[src/rtl/uart_cmd_responder.sv]
// -----------------------------------------------------------------------------
// uart_cmd_responder
//   Command engine behind the UART FIFOs. It pops bytes from the RX FIFO and
//   collects them into CR-terminated ASCII lines. It runs register read/write
//   commands on a simple register bus and pushes ASCII replies into the TX
//   FIFO.
//
//   Commands (letter is case-insensitive, hex digits may be either case):
//     Rhh    read register hh;   reply is two uppercase hex digits, CR, LF
//     Whhdd  write dd to hh;     reply is "K", CR, LF
//     V      version query;      reply is VERSION as two hex digits, CR, LF
//   A malformed line or an over-long line gets the reply "E", CR, LF.
//
// Ports
//   clk, reset_n         clock, asynchronous active-low reset
//   rx_fifo_*            RX FIFO pop interface (data valid the cycle after pop)
//   tx_fifo_*            TX FIFO push interface (push only while not full)
//   reg_*                register bus: address, write data, strobes, read data
//   busy                 high from CR capture until the last reply byte is pushed
//   err_count            saturating count of "E" replies
// -----------------------------------------------------------------------------
module uart_cmd_responder #(
   parameter int         MAX_LINE = 8,
   parameter logic [7:0] VERSION  = 8'h01,
   parameter bit         ECHO     = 1'b0
) (
   input  logic       clk,
   input  logic       reset_n,
   input  logic       rx_fifo_empty,
   input  logic [7:0] rx_fifo_data,
   output logic       rx_fifo_read_en,
   input  logic       tx_fifo_full,
   output logic [7:0] tx_fifo_data,
   output logic       tx_fifo_write_en,
   output logic [7:0] reg_addr,
   output logic [7:0] reg_wdata,
   output logic       reg_we,
   output logic       reg_re,
   input  logic [7:0] reg_rdata,
   output logic       busy,
   output logic [7:0] err_count
);

   localparam int LW = $clog2(MAX_LINE + 1);
   // Only the first five characters can form a valid command.
   // Later characters only count toward the line length.
   localparam int KEEP = 5;
   localparam logic [7:0] CH_LF = 8'h0A;
   localparam logic [7:0] CH_CR = 8'h0D;

   typedef enum logic [2:0] {
      S_IDLE   = 3'd0,
      S_POP    = 3'd1,
      S_CAPT   = 3'd2,
      S_EXEC   = 3'd3,
      S_RDWAIT = 3'd4,
      S_RESP   = 3'd5
   } state_e;

   // Decodes an ASCII hex digit into {valid, nibble}.
   function automatic logic [4:0] hex_dec(input logic [7:0] c);
      logic [4:0] r;
      if (c >= 8'h30 && c <= 8'h39) begin
         r = {1'b1, c[3:0]};
      end else if ((c >= 8'h41 && c <= 8'h46) || (c >= 8'h61 && c <= 8'h66)) begin
         r = {1'b1, c[3:0] + 4'd9};
      end else begin
         r = 5'd0;
      end
      return r;
   endfunction

   // Encodes a nibble as an uppercase ASCII hex digit.
   function automatic logic [7:0] to_hex(input logic [3:0] n);
      logic [7:0] r;
      if (n < 4'd10) begin
         r = 8'h30 + {4'd0, n};
      end else begin
         r = 8'h37 + {4'd0, n};
      end
      return r;
   endfunction

   // Folds a lowercase letter to uppercase.
   function automatic logic [7:0] upcase(input logic [7:0] c);
      logic [7:0] r;
      if (c >= 8'h61 && c <= 8'h7A) begin
         r = c - 8'h20;
      end else begin
         r = c;
      end
      return r;
   endfunction

   state_e      state_q, state_d, capt_next_s;
   logic [LW-1:0] len_q, len_d;
   logic        ovf_q, ovf_d;
   logic [7:0]  line_q [KEEP];
   logic [7:0]  line_d [KEEP];
   logic [7:0]  tx_buf_q [4];
   logic [7:0]  tx_buf_d [4];
   logic [1:0]  tx_idx_q, tx_idx_d;
   logic [1:0]  tx_last_q, tx_last_d;
   logic        ret_exec_q, ret_exec_d;   // reply buffer holds an echoed CR; run EXEC afterwards
   logic        rd_pend_q, rd_pend_d;     // reg_rdata must be captured on the next RESP cycle
   logic        rd_en_q, rd_en_d;
   logic        tx_we_q, tx_we_d;
   logic [7:0]  tx_data_q, tx_data_d;
   logic [7:0]  addr_q, addr_d;
   logic [7:0]  wdata_q, wdata_d;
   logic        we_q, we_d;
   logic        re_q, re_d;
   logic        busy_q, busy_d;
   logic [7:0]  err_q, err_d;

   logic [7:0]  cmd_s;
   logic [4:0]  h1_s, h2_s, h3_s, h4_s;

   assign cmd_s = upcase(line_q[0]);
   assign h1_s  = hex_dec(line_q[1]);
   assign h2_s  = hex_dec(line_q[2]);
   assign h3_s  = hex_dec(line_q[3]);
   assign h4_s  = hex_dec(line_q[4]);

   assign rx_fifo_read_en  = rd_en_q;
   assign tx_fifo_data     = tx_data_q;
   assign tx_fifo_write_en = tx_we_q;
   assign reg_addr         = addr_q;
   assign reg_wdata        = wdata_q;
   assign reg_we           = we_q;
   assign reg_re           = re_q;
   assign busy             = busy_q;
   assign err_count        = err_q;

   // State and output registers.
   always_ff @(posedge clk or negedge reset_n) begin
      if (!reset_n) begin
         state_q    <= S_IDLE;
         len_q      <= '0;
         ovf_q      <= 1'b0;
         line_q     <= '{default: 8'h00};
         tx_buf_q   <= '{default: 8'h00};
         tx_idx_q   <= 2'd0;
         tx_last_q  <= 2'd0;
         ret_exec_q <= 1'b0;
         rd_pend_q  <= 1'b0;
         rd_en_q    <= 1'b0;
         tx_we_q    <= 1'b0;
         tx_data_q  <= 8'h00;
         addr_q     <= 8'h00;
         wdata_q    <= 8'h00;
         we_q       <= 1'b0;
         re_q       <= 1'b0;
         busy_q     <= 1'b0;
         err_q      <= 8'h00;
      end else begin
         state_q    <= state_d;
         len_q      <= len_d;
         ovf_q      <= ovf_d;
         line_q     <= line_d;
         tx_buf_q   <= tx_buf_d;
         tx_idx_q   <= tx_idx_d;
         tx_last_q  <= tx_last_d;
         ret_exec_q <= ret_exec_d;
         rd_pend_q  <= rd_pend_d;
         rd_en_q    <= rd_en_d;
         tx_we_q    <= tx_we_d;
         tx_data_q  <= tx_data_d;
         addr_q     <= addr_d;
         wdata_q    <= wdata_d;
         we_q       <= we_d;
         re_q       <= re_d;
         busy_q     <= busy_d;
         err_q      <= err_d;
      end
   end

   // Next-state logic: line assembly, command decode and reply sequencing.
   always_comb begin
      state_d     = state_q;
      capt_next_s = S_IDLE;
      len_d       = len_q;
      ovf_d       = ovf_q;
      line_d      = line_q;
      tx_buf_d    = tx_buf_q;
      tx_idx_d    = tx_idx_q;
      tx_last_d   = tx_last_q;
      ret_exec_d  = ret_exec_q;
      rd_pend_d   = rd_pend_q;
      rd_en_d     = 1'b0;
      tx_we_d     = 1'b0;
      tx_data_d   = tx_data_q;
      addr_d      = addr_q;
      wdata_d     = wdata_q;
      we_d        = 1'b0;
      re_d        = 1'b0;
      busy_d      = busy_q;
      err_d       = err_q;

      case (state_q)
         S_IDLE: begin
            if (!rx_fifo_empty) begin
               rd_en_d = 1'b1;
               state_d = S_POP;
            end else begin
               state_d = S_IDLE;
            end
         end

         S_POP: begin
            state_d = S_CAPT;
         end

         S_CAPT: begin
            if (rx_fifo_data == CH_LF) begin
               capt_next_s = S_IDLE;
            end else if (rx_fifo_data == CH_CR) begin
               if (len_q == '0) begin
                  capt_next_s = S_IDLE;
               end else begin
                  capt_next_s = S_EXEC;
                  busy_d      = 1'b1;
               end
            end else if (len_q < LW'(MAX_LINE)) begin
               for (int i = 0; i < KEEP; i++) begin
                  line_d[i] = (len_q == LW'(i)) ? rx_fifo_data : line_q[i];
               end
               len_d       = len_q + LW'(1);
               capt_next_s = S_IDLE;
            end else begin
               ovf_d       = 1'b1;
               capt_next_s = S_IDLE;
            end
            // With ECHO, the byte goes out through the reply path first.
            // The state saved in capt_next_s resumes after the echo.
            if (ECHO && (rx_fifo_data != CH_LF)) begin
               tx_buf_d[0] = rx_fifo_data;
               tx_idx_d    = 2'd0;
               tx_last_d   = 2'd0;
               ret_exec_d  = (capt_next_s == S_EXEC);
               state_d     = S_RESP;
            end else begin
               state_d = capt_next_s;
            end
         end

         S_EXEC: begin
            len_d    = '0;
            ovf_d    = 1'b0;
            tx_idx_d = 2'd0;
            if (!ovf_q && cmd_s == 8'h52 && len_q == LW'(3) && h1_s[4] && h2_s[4]) begin
               addr_d  = {h1_s[3:0], h2_s[3:0]};
               re_d    = 1'b1;
               state_d = S_RDWAIT;
            end else if (!ovf_q && cmd_s == 8'h57 && len_q == LW'(5) &&
                         h1_s[4] && h2_s[4] && h3_s[4] && h4_s[4]) begin
               addr_d      = {h1_s[3:0], h2_s[3:0]};
               wdata_d     = {h3_s[3:0], h4_s[3:0]};
               we_d        = 1'b1;
               tx_buf_d[0] = 8'h4B;
               tx_buf_d[1] = CH_CR;
               tx_buf_d[2] = CH_LF;
               tx_last_d   = 2'd2;
               state_d     = S_RESP;
            end else if (!ovf_q && cmd_s == 8'h56 && len_q == LW'(1)) begin
               tx_buf_d[0] = to_hex(VERSION[7:4]);
               tx_buf_d[1] = to_hex(VERSION[3:0]);
               tx_buf_d[2] = CH_CR;
               tx_buf_d[3] = CH_LF;
               tx_last_d   = 2'd3;
               state_d     = S_RESP;
            end else begin
               tx_buf_d[0] = 8'h45;
               tx_buf_d[1] = CH_CR;
               tx_buf_d[2] = CH_LF;
               tx_last_d   = 2'd2;
               err_d       = (err_q != 8'hFF) ? err_q + 8'd1 : err_q;
               state_d     = S_RESP;
            end
         end

         S_RDWAIT: begin
            rd_pend_d = 1'b1;
            state_d   = S_RESP;
         end

         S_RESP: begin
            if (rd_pend_q) begin
               tx_buf_d[0] = to_hex(reg_rdata[7:4]);
               tx_buf_d[1] = to_hex(reg_rdata[3:0]);
               tx_buf_d[2] = CH_CR;
               tx_buf_d[3] = CH_LF;
               tx_idx_d    = 2'd0;
               tx_last_d   = 2'd3;
               rd_pend_d   = 1'b0;
            end else if (!tx_we_q && !tx_fifo_full) begin
               // Push at most every other cycle so that the full flag
               // reflects our own previous push before we decide again.
               tx_we_d   = 1'b1;
               tx_data_d = tx_buf_q[tx_idx_q];
               if (tx_idx_q == tx_last_q) begin
                  ret_exec_d = 1'b0;
                  if (ret_exec_q) begin
                     state_d = S_EXEC;
                  end else begin
                     busy_d  = 1'b0;
                     state_d = S_IDLE;
                  end
               end else begin
                  tx_idx_d = tx_idx_q + 2'd1;
               end
            end else begin
               state_d = S_RESP;
            end
         end

         default: begin
            state_d = S_IDLE;
         end
      endcase
   end

endmodule

[config.mk]
export PLATFORM = sky130hd
export DESIGN_NAME = uart_cmd_responder
export DESIGN_NICKNAME = d
export VERILOG_FILES = /design/src/rtl/uart_cmd_responder.sv
export SDC_FILE = /design/constraint.sdc
export NUM_CORES = 1
export LEC_CHECK = 0
export ABC_AREA = 1
export CAP_MARGIN = 10
export CORE_ASPECT_RATIO = 0.8
export CORE_UTILIZATION = 43
export CTS_BUF_LIST = sky130_fd_sc_hd__clkbuf_16
export CTS_CLUSTER_SIZE = 24
export DETAILED_ROUTE_END_ITERATION = 16
export GPL_TIMING_DRIVEN = 0
export PLACE_DENSITY = 0.67
export SETUP_SLACK_MARGIN = 0.5
export SYNTH_ARGS = -nofsm -noshare
export SYNTH_HDL_FRONTEND = slang
export SYNTH_SLANG_ARGS = --single-unit
[constraint.sdc]
create_clock -name clk -period 2 [get_ports clk]
set_input_delay 0.3 -clock clk [delete_from_list [all_inputs] [get_ports clk]]
set_output_delay 0.3 -clock clk [all_outputs]
set_load 0.1 [all_outputs]
=== Yosys cells after proc, flatten, opt, wreduce, memory -nomap -nowiden ===
Index checks and enable logic that the tools add are counted.

* Register bits: 122
* Input port bits: 20
* Output and inout bits: 37
* Logic and storage cells: 229

* Add/sub/neg operators: 12
* Magnitude comparators: 30
* Equal/unequal tests: 33
* Multiplexer cells: 67
* Bitwise operators: 7
* Reductions and logical operators: 56

{| class="wikitable"
|+ Operator list
! cell !! count
|-
| $ge A8 B7 Y1 const B || 9
|-
| $le A8 B7 Y1 const B || 9
|-
| $mux W32 || 2
|-
| $pmux W32 S2 || 1
|-
| $mux W8 || 7
|-
| $mux W5 || 8
|-
| $reduce_and A5 Y1 || 7
|-
| $ge A8 B6 Y1 const B || 4
|-
| $le A8 B6 Y1 const B || 4
|-
| $add A6 B4 Y7 const A || 4
|-
| $logic_and A1 B1 Y1 || 26
|-
| $ne A2 B2 Y1 const B || 13
|-
| $eq A8 B7 Y1 const B || 3
|-
| $mux W24 || 1
|-
| $mux W23 || 1
|-
| $mux W1 || 22
|-
| $pmux W3 S6 || 1
|-
| $add A4 B4 Y4 const B || 4
|-
| $bmux W8 S2 || 1
|-
| $eq A8 B4 Y1 const B || 2
|-
| $mux W3 || 5
|-
| $mux W2 || 7
|-
| $mux W7 || 2
|-
| $lt A4 B4 Y1 const B || 3
|-
| other kinds (29) || 59
|}

=== Longest topological paths before layout ===
Gate-level depths: netlist of run 1.

* Depth in word-level cells: 13
* Gate-level depth with buffers: 13
* Gate-level depth less buffers: 13

=== Worst setup path after synthesis of run 1 ===
Ideal clock, no wire load.

* Kind: reg-to-reg
* Start point: register err_q[1] (netlist: err_count[1])
* End point: register err_q[5] (netlist: err_count[5])
* Library setup time: 0.067 ns
* Data arrival time: 2.008 ns
* Required time: 1.933 ns
* Setup slack: -0.075 ns
* Stages on the path, launching flop included: 8
* Path buffers: 0
* Clock period less this slack: 2.075 ns
* Cell sequence: dfrtp_1 -> ha_1 -> nand3_1 -> nor3_1 -> nor2_2 -> nand2_4 -> nand2_1 -> nand2_1

* Word-level cells in the longest chain between the ends: 2
* Elaborated cells between the ends (all ways): 3

{| class="wikitable"
|+ RTL lines
! element !! RTL line !! text
|-
| start, declared || 114 || <nowiki>logic [7:0] err_q, err_d;</nowiki>
|-
| start signal, assigned || 174 || <nowiki>err_q <= err_d;</nowiki>
|-
| branches (longest 2 deep; another with $add A8 B1 Y8) || -- ||
|}

Parallel ways; which one is timed is not known.
A chain may end at the register's enable or synchronous reset.

=== Worst setup path after layout of run 1 ===
* Start point: register len_q[3]
* End point: register err_q[6] (netlist: err_count[6])

* Word-level cells in the longest chain between the ends: 8
* Elaborated cells between the ends (all ways): 16

{| class="wikitable"
|+ RTL lines
! element !! RTL line !! text
|-
| start, declared || 96 || <nowiki>logic [LW-1:0] len_q, len_d;</nowiki>
|-
| start signal, assigned || 158 || <nowiki>len_q <= len_d;</nowiki>
|-
| $eq A4 B3 Y1 || 255 || <nowiki>end else if (!ovf_q && cmd_s == 8'h57 && len_q == LW'(5) &&</nowiki>
|-
| $logic_and A1 B1 Y1 (2 in a row) || 255 ||
|-
| $logic_and A1 B1 Y1 (3 in a row) || 256 || <nowiki>h1_s[4] && h2_s[4] && h3_s[4] && h4_s[4]) begin</nowiki>
|-
| $not A1 Y1 (no line) || -- ||
|-
| $reduce_and A5 Y1 (no line) * || -- ||
|}

Every way passes the cells marked *; elsewhere a longest branch is shown, timed or not.

==> results of run 1 <==
## layout make-up
type	instances	area, um2
inverters	96	375
fillers	911	3840
flip-flops and latches	106	2680
clock inverters	7	37.5
plain buffers	13	133
multi-input cells	518	3550
clock buffers	9	225
repair buffers	158	1410
well taps	171	214
repair inverters	1	6.26
## power by group through the flow
stage / combinational (mW) / clock (mW) / sequential (mW)
floorplan: 2.26 / 0 / 4.21
global placement: 3.89 / 0 / 3.50
detailed placement: 4.04 / 0 / 3.53
CTS: 5.24 / 1.63 / 3.50
global route: 7.10 / 1.73 / 3.74
finish: 6.62 / 1.62 / 3.67
## layer usage
metal | wire length, um | up-vias
met5 | 0 | -
met2 | 8770 | 230
li1 | - | 2715
met3 | 1240 | 44
met4 | 435 | 0
met1 | 8110 | 2836
## worst reg2reg max path, delay by kind of cell, from the launching register on
kind | cells | cell delay, ns
AND/OR/NAND/NOR | 6 | 0.85
flip-flops | 1 | 0.48
buffers and inverters | 3 | 0.42
AO/OA/AOI/OAI | 1 | 0.10
## logic make-up after synthesis
kind of cell | Yosys count | synth area share, %
buffers and inverters | 109 | 7.65
AND/OR/NAND/NOR | 364 | 27.6
adder cells (fa/ha/maj) | 20 | 4.45
AO/OA/AOI/OAI | 124 | 11.8
other | 1 | 0.0666
XOR/XNOR | 8 | 1.24
flip-flops | 106 | 47.1
## state kept, by name (all words and copies together) (netlist names), 3 cells and up
register	flops
err_count	8
len_q	4
line_q	40
reg_addr	8
reg_wdata	8
state_q	3
tx_buf_q	18
tx_fifo_data	7
## what timing repair did
action | CTS | global route
buffers inserted | 62 | 30
pin swaps | 44 | 48
gates resized for setup | 326 | 210
cloned | 6 | 6
endpoints found under the hold margin | 0 | 0
setup endpoints to repair | 138 | 106
## placed cells by master, fill, tap and decap left out, types with 27 or more instances in the layout
cell	synthesis	layout
buf_2	5	29
buf_4	4	75
buf_6	0	30
dfrtp_1	106	89
inv_1	92	69
nand2_1	221	138
nand2_2	5	59
nand2_4	2	27
nand3_1	56	40
nor2_1	48	34
o21ai_0	83	31
o21ai_1	5	28
o21ai_2	1	29
## metrics by stage
stage               instance area [um2]  hold slack (ns)
CTS                                7740           0.0304
detailed placement                 6580            0.401
global route                       8640           0.0507
finish                             8640        -0.000767
floorplan                          5790          0.00441
global placement                   6550            0.460
## path summary, 6_finish.rpt
kind	slack [ns]	cells after the start	from	to
max	0.02	10	len_q[3]$_DFFE_PN0P_	err_count[6]$_DFFE_PN0P_
min	-0.0008	1	reset_n	line_q[21]$_DFFE_PN0P_
max reg2reg	0.02	10	len_q[3]$_DFFE_PN0P_	err_count[6]$_DFFE_PN0P_
min reg2reg	0.46	2	reg_wdata[2]$_DFFE_PN0P_	reg_wdata[2]$_DFFE_PN0P_
max in group asynchronous	1.27	2	reset_n	tx_idx_q[0]$_DFFE_PN0P_
min in group clk	0.46	2	reg_wdata[2]$_DFFE_PN0P_	reg_wdata[2]$_DFFE_PN0P_
==> impl_metrics.csv, run 1 <==
group,metric,value,unit
sta,setup_slack,0.0228,ns
layout,area_growth,53.4,%
die,die-area,13600,um2
logic_synthesis,async_reset_ff_share,100,%
sta,relSlewSlack,52.0,%
route,num_vias,5825,
sta,rsz0062_at_grt,"true",
setup_path,crit_top_cell,"nand2_1",
route,drc_errors,0,
clock_network,cts_tree,"yes",
sta,clock_skew,0.0106,ns
worst_hold_path,hold_path.class,"input pin to asynchronous set/reset pin",
clock_network,clockRootBuffer,"clkbuf_16",
outcome,status,"finished with violations",
pwr,p_total,11.9,mW
logic_synthesis,synth.most_common_cell,"nand2_1",
logic_synthesis,yosysSeqAreaShare,47.1,%
global_routing,grt_busiest_layer,"met2",
global_routing,track_usage,25.0,%
logic_synthesis,synth_top_area_share,47.1,%
setup_path,crit_arrival,2.21,ns
route,viasPerCell,5.40,
die,initial_core_util,45.1,%
pwr,p_per_area,1380,nW/um2
global_routing,grt.overflow.total,0,
route,wl_per_cell,17.2,um
global_routing,use_met1,36.8,%
pwr,combinationalPowerShare,55.5,%
logic_synthesis,syn-num-nets,772,
outcome,violations,"negative hold slack",
setup_path,crit_slowest_cell,"dfrtp_2",
die,ios,57,
place,place.gp.congestion,0.834,
global_routing,met2_usage,38.3,%
route,ant_nets,0,
logic_synthesis,synth_edf_count,0,
setup_path,end_kind,"flop",
global_routing,grt_pass1_vias,5272,
clock_network,cts_buffer_depth,2,
die,die_w,130,um
clock_network,clock_sinks,106,
route,dr.pass1.iters,5,
sta,fin_crit,1.98,ns
place,dp.cells,959,
clock_network,h-tree-depth,3,
die,core,12500,um2
logic_synthesis,syn_area,5630,um2
place,dp_slack,-0.407,ns
layout,n_antenna_cell,0,
setup_path,crit_buf_inv,3,
die,die_h,104,um
clock_network,hold_buffers,0,
setup_path,critical_path_class,"flop to flop",
global_routing,grt_max_degree,55,
clock_network,numCtsBuffers,9,
logic_synthesis,synthDominantAreaCellType,"dfrtp_1",
pwr,p_leak,4.23,nW
clock_network,clk_latency,0.35,ns
setup_path,critPathTopFamily,"simple AND/OR/NAND/NOR gates",
logic_synthesis,netlist_top_cells_area,"dfrtp_1 (47%), nand2_1 (15%), o21ai_0 (7.4%)",
sta,whs,-0.000767,ns
global_routing,grt_pass1_wl,26500,um
sta,worst_pin_slew,0.720,ns
layout,fin_util,69.2,%
setup_path,required,2.24,ns
sta,slew_viol_final,0,
logic_synthesis,ys_top_cells_by_count,"nand2_1 (221), dfrtp_1 (106), inv_1 (92)",
logic_synthesis,netlist_instances,732,
layout,drive_gt1_share,44.2,%
sta,fin_setup_tns,0,ns
die,core.rowCount,36,
sta,setup_viol,0,
pwr,p_switching,5.59,mW
route,routed_wl,18600,um
place,place_hpwl,10700,um
clock_network,path_clk_slew,0.08,ns
place,io_buffers,55,
pwr,pwr-share-clk,13.6,%
logic_synthesis,synth_seq_cells,106,
logic_synthesis,synth_ff_type,"dfrtp_1",
pwr,p_sw_share,46.9,%
setup_path,crit_path_start_kind,"flop",
sta,hold_viol_final,1,
global_routing,use_met3,3.86,%
pwr,p_int,6.32,mW
pwr,ir_drop,0.968,mV
layout,nNetsFinal,943,
sta,fmax,506,MHz
setup_path,cpPeakStageDelay,0.48,ns
pwr,pwr-share-seq,30.8,%
logic_synthesis,syn_avg_cell_area,7.69,um2
setup_path,crit_chain,"inv_1 -> nand2_1 -> nor3_4 -> nand2_4 -> nor2_4 -> a21oi_4 -> buf_12 -> buf_16 -> nand3_1 -> nand2_1",
layout,finalNonFillerCells,1079,
route,drtIter0Drc,543,
logic_synthesis,yosysWarningCount,0,
global_routing,antenna_found_initial,0,
logic_synthesis,ys_types,38,
sta,period_share,98.9,%
setup_path,cp_max_fo,5,
job,maxCapViolCount,0,
Note: power is estimated with default switching activity, not from simulation.
==> run 2, diff against run 1 <==
CORE_ASPECT_RATIO = 1.4   (was 0.8)
==> run 2 against run 1 <==
  * The run still ends with negative hold slack left
  * Hold slack lost 0.012 ns
  * Clock skew shrank 0.0025 ns
  * Sequential power shrank 3%
  * Utilization shrank 6.9 points
  * Via count shrank 5.3%
==> impl_metrics.csv, run 2 (synthesized netlist as in run 1, its figures left out) <==
group,metric,value,unit
outcome,status,"finished with violations",
outcome,violations,"negative hold slack",
pwr,p_leak,3.99,nW
clock_network,cts_buffer_depth,2,
layout,fin_util,62.3,%
sta,whs,-0.0127,ns
worst_hold_path,hold_path.class,"input pin to asynchronous set/reset pin",
job,maxCapViolCount,0,
route,viasPerCell,5.34,
pwr,pwr-share-seq,33.2,%
layout,n_antenna_cell,0,
pwr,p_switching,4.98,mW
sta,clock_skew,0.00816,ns
layout,reg_top3,"line_q x40, tx_buf_q x18",
layout,final_cell_mix,"nand2_1 (172), dfrtp_1 (92), inv_1 (74), o21ai_0 (63), buf_4 (54)",
global_routing,track_usage,22.9,%
pwr,ir_drop,0.607,mV
die,initial_core_util,43.9,%
sta,worst_pin_slew,0.681,ns
sta,rsz0062_at_grt,"true",
die,core,12800,um2
setup_path,required,2.23,ns
place,place_hpwl,10100,um
global_routing,grt_pass1_vias,5261,
global_routing,grt_pass1_wl,24300,um
layout,largest_register_ff_count,40,
pwr,combinationalPowerShare,51.8,%
global_routing,grt_max_degree,57,
clock_network,clk_latency,0.35,ns
setup_path,crit_path_start_kind,"flop",
clock_network,path_clk_slew,0.07,ns
clock_network,hold_buffers,0,
layout,area_growth,41.8,%
pwr,p_int,5.75,mW
clock_network,numCtsBuffers,9,
pwr,p_total,10.7,mW
route,drtIter0Drc,254,
die,die_w,98.7,um
route,ant_nets,0,
place,io_buffers,55,
layout,regMostFlops,"line_q",
route,wl_per_cell,16.1,um
place,place.gp.congestion,0.898,
route,routed_wl,16700,um
setup_path,critical_path_class,"flop to flop",
layout,drive_gt1_share,34.1,%
die,core.rowCount,49,
sta,fmax,506,MHz
sta,setup_viol,0,
pwr,pwr-share-clk,15.1,%
sta,fin_crit,1.98,ns
die,die_h,137,um
die,die-area,13600,um2
route,num_vias,5519,
clock_network,h-tree-depth,3,
clock_network,cts_tree,"yes",
route,drc_errors,0,
setup_path,end_kind,"flop",
route,dr.pass1.iters,4,
pwr,p_per_area,1340,nW/um2
setup_path,crit_arrival,2.21,ns
sta,relSlewSlack,54.6,%
layout,final_common_cell,"nand2_1",
clock_network,clockRootBuffer,"clkbuf_16",
pwr,p_sw_share,46.4,%
setup_path,cp_max_fo,7,
clock_network,clock_sinks,106,
global_routing,grt.overflow.total,0,
sta,hold_viol_final,8,
sta,slew_viol_final,0,
global_routing,antenna_found_initial,0,
die,ios,57,
sta,period_share,98.8,%
layout,nNetsFinal,916,
[run 2: cell types whose count changed in the layout (fill, tap and decap cells not counted), sizes merged, moves of 2 or more]
| cell | previous run | this run |
|---|---|---|
| clkdlybuf4s15 | 2 | 0 |
| clkinv | 6 | 4 |
| buf | 144 | 115 |
| clkbuf | 18 | 20 |
| dlymetal6s2s | 0 | 3 |
[run 2: layout make-up]
| cell class | instances | area, um2 |
|---|---|---|
| inverters | 96 | 378 |
| well taps | 153 | 191 |
| multi-input cells | 518 | 3200 |
| clock inverters | 6 | 35.0 |
| fillers | 1062 | 4830 |
| clock buffers | 9 | 225 |
| plain buffers | 13 | 139 |
| repair buffers | 132 | 1130 |
| flip-flops and latches | 106 | 2680 |
[run 2: timing repair]
action / CTS / global route
resized for setup: 301 / 93
cloned: 4 / 3
buffers inserted: 43 / 27
setup endpoints to repair: 137 / 105
pin swaps: 40 / 40
[run 2: through the flow]
stage | area, um2 | setup TNS (ns) | std cells | setup WS, ns
floorplan | 5790 | 0 | 732 | 0.295
global placement | 6530 | -381.56 | 940 | -4.08
detailed placement | 6550 | -23.15 | 941 | -0.585
CTS | 7400 | 0 | 1003 | 0.104
global route | 7980 | -0.619 | 1033 | -0.0631
finish | 7980 | 0 | 1033 | 0.0242
[run 2: final timing paths]
kind | startpoint | end | slack [ns] | depth (start not counted)
min in group clk | rx_fifo_data[7] | line_q[39]$_DFFE_PN0P_ | 0.39 | 3
setup reg to reg | line_q[38]$_DFFE_PN0P_ | tx_buf_q[1]$_DFFE_PN0P_ | 0.02 | 11
max in group asynchronous | reset_n | line_q[16]$_DFFE_PN0P_ | 1.29 | 2
hold reg to reg | reg_addr[6]$_DFFE_PN0P_ | reg_addr[6]$_DFFE_PN0P_ | 0.47 | 2
setup / recovery | line_q[38]$_DFFE_PN0P_ | tx_buf_q[1]$_DFFE_PN0P_ | 0.02 | 11
hold / removal | reset_n | tx_fifo_data[4]$_DFFE_PN0P_ | -0.01 | 1
[run 2: power groups by stage]
stage          clock [mW]  sequential, mW  combinational, mW
3_3_place_gp            0            3.48               3.87
5_1_grt              1.73            3.64               6.01
6_report             1.62            3.56               5.55
3_5_place_dp            0            3.51               3.98
4_1_cts              1.65            3.48               4.68
2_1_floorplan           0            4.21               2.26
[run 2: worst max-delay path, stage by stage, from the launching register on]
cell and delay (ns):
dfrtp_1 0.39, inv_2 0.09, ha_4 0.21, nor2_2 0.09, nand2_1 0.06, nand2_2 0.13
nand3_4 0.13, nor2_4 0.22, nand2_4 0.10, nand2_8 0.14, nor2_4 0.07, or2_1 0.22
[run 2: layer usage]
layer  up-vias  track usage (%)  share of wire (%)
li1       2633                -                  -
met3        51             3.55                3.5
met4         0             12.8                5.0
met1      2686             24.8                 37
met2       149             42.6                 54
met5         -                0                  0
